$ cat config.mk
export PLATFORM = sky130hd
export DESIGN_NAME = multiword_adder_seq
export DESIGN_NICKNAME = d
export VERILOG_FILES = /design/src/rtl/multiword_adder_seq.sv
export SDC_FILE = /design/constraint.sdc
export NUM_CORES = 1
export LEC_CHECK = 0
export BUFFER_PORTS_ARGS = -buffer_cell sky130_fd_sc_hd__buf_2
export CAP_MARGIN = 25
export CORE_ASPECT_RATIO = 1.75
export CORE_MARGIN = 10
export CORE_UTILIZATION = 40
export CTS_CLUSTER_DIAMETER = 50
export DETAILED_ROUTE_END_ITERATION = 8
export SLEW_MARGIN = 20
export SYNTH_ARGS = -nofsm -noshare
export SYNTH_HDL_FRONTEND = slang
export SYNTH_SLANG_ARGS = --single-unit
export TNS_END_PERCENT = 5
$ cat constraint.sdc
create_clock -name clk -period 12.2 [get_ports clk]
set_input_delay 0 -clock clk [delete_from_list [all_inputs] [get_ports clk]]
set_output_delay 0 -clock clk [all_outputs]
set_load 0.01 [all_outputs]
$ cat src/rtl/multiword_adder_seq.sv
// multiword_adder_seq: WIDTH-bit adder that reuses one CHUNK-bit ripple-carry
// adder over WIDTH/CHUNK cycles, least-significant chunk first, with the
// inter-chunk carry held in a register. WIDTH must be a positive multiple of CHUNK.

// RippleCarryAdder: plain N-bit ripple-carry adder, one full-adder cell per bit.
module RippleCarryAdder #(
    parameter int unsigned N = 16
) (
    input  logic [N-1:0] i_a,
    input  logic [N-1:0] i_b,
    input  logic         i_ci,
    output logic [N-1:0] o_sum,
    output logic         o_co
);

    // Carry ripples from bit 0 upward through one full-adder cell per bit
    always_comb begin : ripple
        logic v_c;
        v_c   = i_ci;
        o_sum = '0;
        for (int unsigned i = 0; i < N; i++) begin
            o_sum[i] = i_a[i] ^ i_b[i] ^ v_c;
            v_c      = (i_a[i] & i_b[i]) | (v_c & (i_a[i] ^ i_b[i]));
        end
        o_co = v_c;
    end

endmodule

module multiword_adder_seq #(
    parameter int unsigned WIDTH = 64,
    parameter int unsigned CHUNK = 16
) (
    input  logic             clk,
    input  logic             rst_n,
    input  logic             in_valid,
    output logic             in_ready,
    input  logic [WIDTH-1:0] in1,
    input  logic [WIDTH-1:0] in2,
    input  logic             ci,
    output logic             out_valid,
    input  logic             out_ready,
    output logic [WIDTH-1:0] sum,
    output logic             co
);

    localparam int unsigned NCHUNK = WIDTH / CHUNK;
    localparam int unsigned IDX_W  = (NCHUNK > 1) ? $clog2(NCHUNK) : 1;
    localparam logic [IDX_W-1:0] LAST_IDX = IDX_W'(NCHUNK - 1);

    typedef enum logic [1:0] {
        S_IDLE,
        S_RUN,
        S_DONE
    } state_t;

    state_t           r_state;
    state_t           w_state_next;
    logic [WIDTH-1:0] r_op1;
    logic [WIDTH-1:0] r_op2;
    logic [WIDTH-1:0] r_sum;
    logic             r_carry;
    logic             r_co;
    logic [IDX_W-1:0] r_idx;
    logic [CHUNK-1:0] w_chunk_sum;
    logic             w_chunk_co;
    logic             w_accept;
    logic             w_last;
    logic             w_transfer;

    // Handshake/control qualifiers derived from the registered state
    always_comb begin
        w_accept   = (r_state == S_IDLE) && in_valid;
        w_last     = (r_state == S_RUN) && (r_idx == LAST_IDX);
        w_transfer = (r_state == S_DONE) && out_ready;
    end

    // The single shared chunk adder always looks at the low chunk of the operands
    RippleCarryAdder #(
        .N(CHUNK)
    ) u_rca (
        .i_a  (r_op1[CHUNK-1:0]),
        .i_b  (r_op2[CHUNK-1:0]),
        .i_ci (r_carry),
        .o_sum(w_chunk_sum),
        .o_co (w_chunk_co)
    );

    // State register
    always_ff @(posedge clk) begin
        if (!rst_n) begin
            r_state <= S_IDLE;
        end else begin
            r_state <= w_state_next;
        end
    end

    // Next-state logic
    always_comb begin
        w_state_next = r_state;
        unique case (r_state)
            S_IDLE: if (w_accept)   w_state_next = S_RUN;
            S_RUN:  if (w_last)     w_state_next = S_DONE;
            S_DONE: if (w_transfer) w_state_next = S_IDLE;
            default:                w_state_next = S_IDLE;
        endcase
    end

    // Handshake outputs decoded from registered state only
    always_comb begin
        in_ready  = 1'b0;
        out_valid = 1'b0;
        unique case (r_state)
            S_IDLE:  in_ready  = 1'b1;
            S_DONE:  out_valid = 1'b1;
            default: ;
        endcase
    end

    // Operand/result shift registers, inter-chunk carry and chunk index.
    // The result chunk is OR-ed in at the top via a shift so the same
    // expression stays legal when CHUNK == WIDTH.
    always_ff @(posedge clk) begin
        if (!rst_n) begin
            r_op1   <= '0;
            r_op2   <= '0;
            r_sum   <= '0;
            r_carry <= 1'b0;
            r_co    <= 1'b0;
            r_idx   <= '0;
        end else if (w_accept) begin
            r_op1   <= in1;
            r_op2   <= in2;
            r_carry <= ci;
            r_idx   <= '0;
        end else if (r_state == S_RUN) begin
            r_op1   <= r_op1 >> CHUNK;
            r_op2   <= r_op2 >> CHUNK;
            r_sum   <= (r_sum >> CHUNK) | (WIDTH'(w_chunk_sum) << (WIDTH - CHUNK));
            r_carry <= w_chunk_co;
            r_idx   <= r_idx + IDX_W'(1);
            if (w_last) begin
                r_co <= w_chunk_co;
            end
        end
    end

    assign sum = r_sum;
    assign co  = r_co;

endmodule

==> results.py <==
metrics = {
    "sta": {
        "worstMarginPinSlew_ns": 0.979,
        "rsz0062_at_grt": "false",
        "finClkSkew_ns": 0.00930,
        "holdWs_ns": 0.0141,
        "finalCriticalPeriod_ns": 6.97,
        "timing.fmax_mhz": 143,
        "hold_viol_final": 0,
        "timing.setup.tns_ns": 0,
        "timing.final.crit_share": 0.572,
        "drv_slew": 0,
        "finalSetupViolCount": 0,
        "slew_headroom": 0.347,
    },
    "global_route": {
        "grt_overflow_total": 0,
        "grt_pass1_vias": 6866,
        "grt_util_all_layers": 0.172,
        "grt_pass1_wl_mm": 36.4,
        "grt_use_met1": 0.188,
        "grt_max_degree": 98,
        "use_met3": 0.0474,
        "busiest_layer": "met2",
        "antenna_found_initial": 0,
        "grt_util_met2": 0.309,
    },
    "routing": {
        "num_vias": 6817,
        "remaining_drc_errors": 0,
        "ant_nets": 0,
        "drt_first_pass_iters": 5,
        "wl_mm": 22.9,
        "avgRoutedWirePerCell_um": 17.4,
        "viasPerCell": 5.16,
        "first_iter_violations": 506,
    },
    "placed_design": {
        "placed_cells": 1172,
        "dpl.hpwl_mm": 15.3,
        "gp_congestion": 0.784,
        "port_buffers": 199,
    },
    "clocking": {
        "cts_htree_levels": 4,
        "cts_tree": "yes",
        "cts_resized": 0,
        "root_buffer": "clkbuf_16",
        "clkSinkCount": 198,
        "clock_path_buffers": 2,
        "insertion_delay_ns": 0.44,
        "cts_buffers": 17,
        "clk_pin_slew_ns": 0.07,
    },
    "flow_run": {
        "drv_cap": 0,
    },
    "synthesis": {
        "syn-num-nets": 952,
        "synth_top_flop_cell": "dfxtp_1",
        "yosysSeqAreaShare": 0.504,
        "post_synth_num_cell_types": 24,
        "yosys-top-cells-area": "dfxtp_1, o21a_1, o221a_1, nand2_1, a21oi_1",
        "async_flop_share": 0,
        "synthTopCellsByCount": "dfxtp_1, nand2_1, a21oi_1, o21a_1, o221a_1",
        "synth.cell_area_um2": 7860,
        "synth_area_leader_cell": "dfxtp_1",
        "yosys_register_bits": 198,
        "avgSynthCellArea_um2": 9.80,
        "post-synth-top-count-cell": "dfxtp_1",
        "syn_inst": 802,
        "yosysWarnings": 0,
        "synth-edff-count": 0,
        "yosys.area.top_type_share": 0.504,
    },
    "critical_path": {
        "cp.arrival_ns": 7.33,
        "critical_path_buf_inv_count": 3,
        "endpoint_kind": "flip-flop",
        "rr_startpoint": "r_op1[0]",
        "cp_common_cell": "fa_1",
        "r2r_end": "sum[63]",
        "cp_slowest_stage_delay_ns": 0.41,
        "path_cells": "fa_1 > inv_1 > fa_1 > inv_1 > fa_1 > fa_1 > fa_1 > fa_1 > fa_1 > fa_1 > fa_1 > fa_1 > fa_1 > fa_1 > fa_1 > fa_1 > fa_1 > inv_1 > fa_1 > a211oi_1",
        "rrSetupSlack_ns": 5.23,
        "crit_required_ns": 12.56,
        "path_class": "flip-flop to flip-flop",
        "startpoint_type": "flip-flop",
        "crit_fanout": 2,
        "r2r_cells": 20,
        "cp_top_family": "adder cells",
        "slowest_stage": "fa_1",
    },
    "final_layout": {
        "fin_cells": 1321,
        "drive_above_1_share": 0.262,
        "register_area_um2": 3960,
        "insertedDiodeCount": 0,
        "num-fill-cells": 1763,
        "area_growth_pct": 35.4,
        "final_nets": 1217,
        "multi_input_area_um2": 3530,
    },
    "power": {
        "p_clk_frac": 0.362,
        "switching_power_uw": 406,
        "p_leak_nw": 4.32,
        "power.density_nw_per_um2": 139,
        "p_total_mw": 1.48,
        "p_int_mw": 1.07,
        "seqPwrFrac": 0.488,
        "max-vdd-ir-drop_v": 0.0000860,
        "combPwrFrac": 0.150,
        "p_sw_frac": 0.275,
    },
    "die": {
        "die-area_um2": 25900,
        "die_y_um": 205,
        "initial_utilization": 0.408,
        "die_w_um": 126,
        "coreArea_um2": 19300,
        "row_count": 67,
        "ios": 200,
    },
    "worst_hold_path": {
        "min_delay_path_depth": 3,
        "hp-class": "input port to flip-flop",
        "holdPathEnd": "r_op1[16]",
        "min-delay-start": "in1[16]",
    },
    "outcome": {
        "status": "finished clean",
    },
}
[layout by cell type, fill, tap and decap left out, types with 3 or more instances in the layout]
master           n
a21oi_1         97
nand2_1        159
dfxtp_1        198
clkinv_4         3
o221a_1         60
o21a_1          97
buf_2          198
o221a_2         37
buf_4            9
fa_1            16
nor2_1           7
nand3_1         32
inv_6            6
clkbuf_16       17
inv_1            8
dlygate4sd3_1  116
[state kept, by name (all words and copies together) (netlist names)]
name / cells
co: 1
r_idx: 2
r_carry: 1
r_op2: 64
sum: 64
r_state: 2
r_op1: 64
[worst register-to-register path: stages, from the launching register on]
cell and delay, ns:
dfxtp_1 0.34, fa_1 0.41, inv_1 0.08, fa_1 0.17, inv_1 0.05, fa_1 0.38, fa_1 0.40, fa_1 0.40
fa_1 0.41, fa_1 0.41, fa_1 0.39, fa_1 0.39, fa_1 0.40, fa_1 0.40, fa_1 0.41, fa_1 0.40
fa_1 0.40, fa_1 0.37, inv_1 0.08, fa_1 0.41, a211oi_1 0.19
[area by class of cell]
class | instances | share of cell area
clock buffers | 17 | 0.0400
repair buffers | 324 | 0.211
clock inverters | 15 | 0.0129
multi-input cells | 517 | 0.332
flip-flops and latches | 198 | 0.372
inverters | 9 | 0.00329
well taps | 241 | 0.0283
[per-stage QoR]
step / utilization / area [um^2] / setup slack (ns)
after floorplan: - / 7860 / 5.62
after global placement: 0.461 / 8890 / 5.28
after detailed placement: 0.461 / 8890 / 5.24
after CTS: 0.550 / 10600 / 5.19
after global routing: 0.552 / 10600 / 4.99
final: 0.552 / 10600 / 5.23
[how the worst max path moves through the flow]
stage | cells after the start | start | endpoint
global placement | 20 | r_op1[0] | sum[63]
finish | 20 | r_op1[0] | sum[63]
CTS | 20 | r_op1[0] | sum[63]
global route | 20 | r_op1[0] | sum[63]
floorplan | 20 | r_op1[0] | sum[63]
detailed placement | 20 | r_op1[0] | sum[63]
[routing by layer]
layer	part of all wire	wire [um]	up-vias
li1	-	-	3421
met1	0.40	9230	3195
met2	0.53	12100	173
met3	0.052	1190	28
met4	0.019	435	0
met5	0	0	-
[power by group through the flow]
stage	Combinational, mW	Sequential, mW	Clock [mW]
after floorplan	0.130	0.733	0
after global placement	0.189	0.736	0
after detailed placement	0.191	0.738	0
after CTS	0.221	0.723	0.552
after global routing	0.244	0.729	0.579
final	0.221	0.723	0.535
[logic make-up after synthesis]
| group | synth area share |
|---|---|
| AO/OA/AOI/OAI | 0.297 |
| buffers and inverters | 0.0500 |
| adder cells (fa/ha/maj) | 0.0424 |
| flip-flops | 0.504 |
| XOR/XNOR | 0.00111 |
| AND/OR/NAND/NOR | 0.105 |
[what timing repair did]
| action | in CTS | in global routing |
|---|---|---|
| endpoints found under the hold margin | 115 | 1 |
| buffers inserted | 0 | 0 |
| hold buffers | 115 | 1 |
Power figures use the tool's default switching activity.
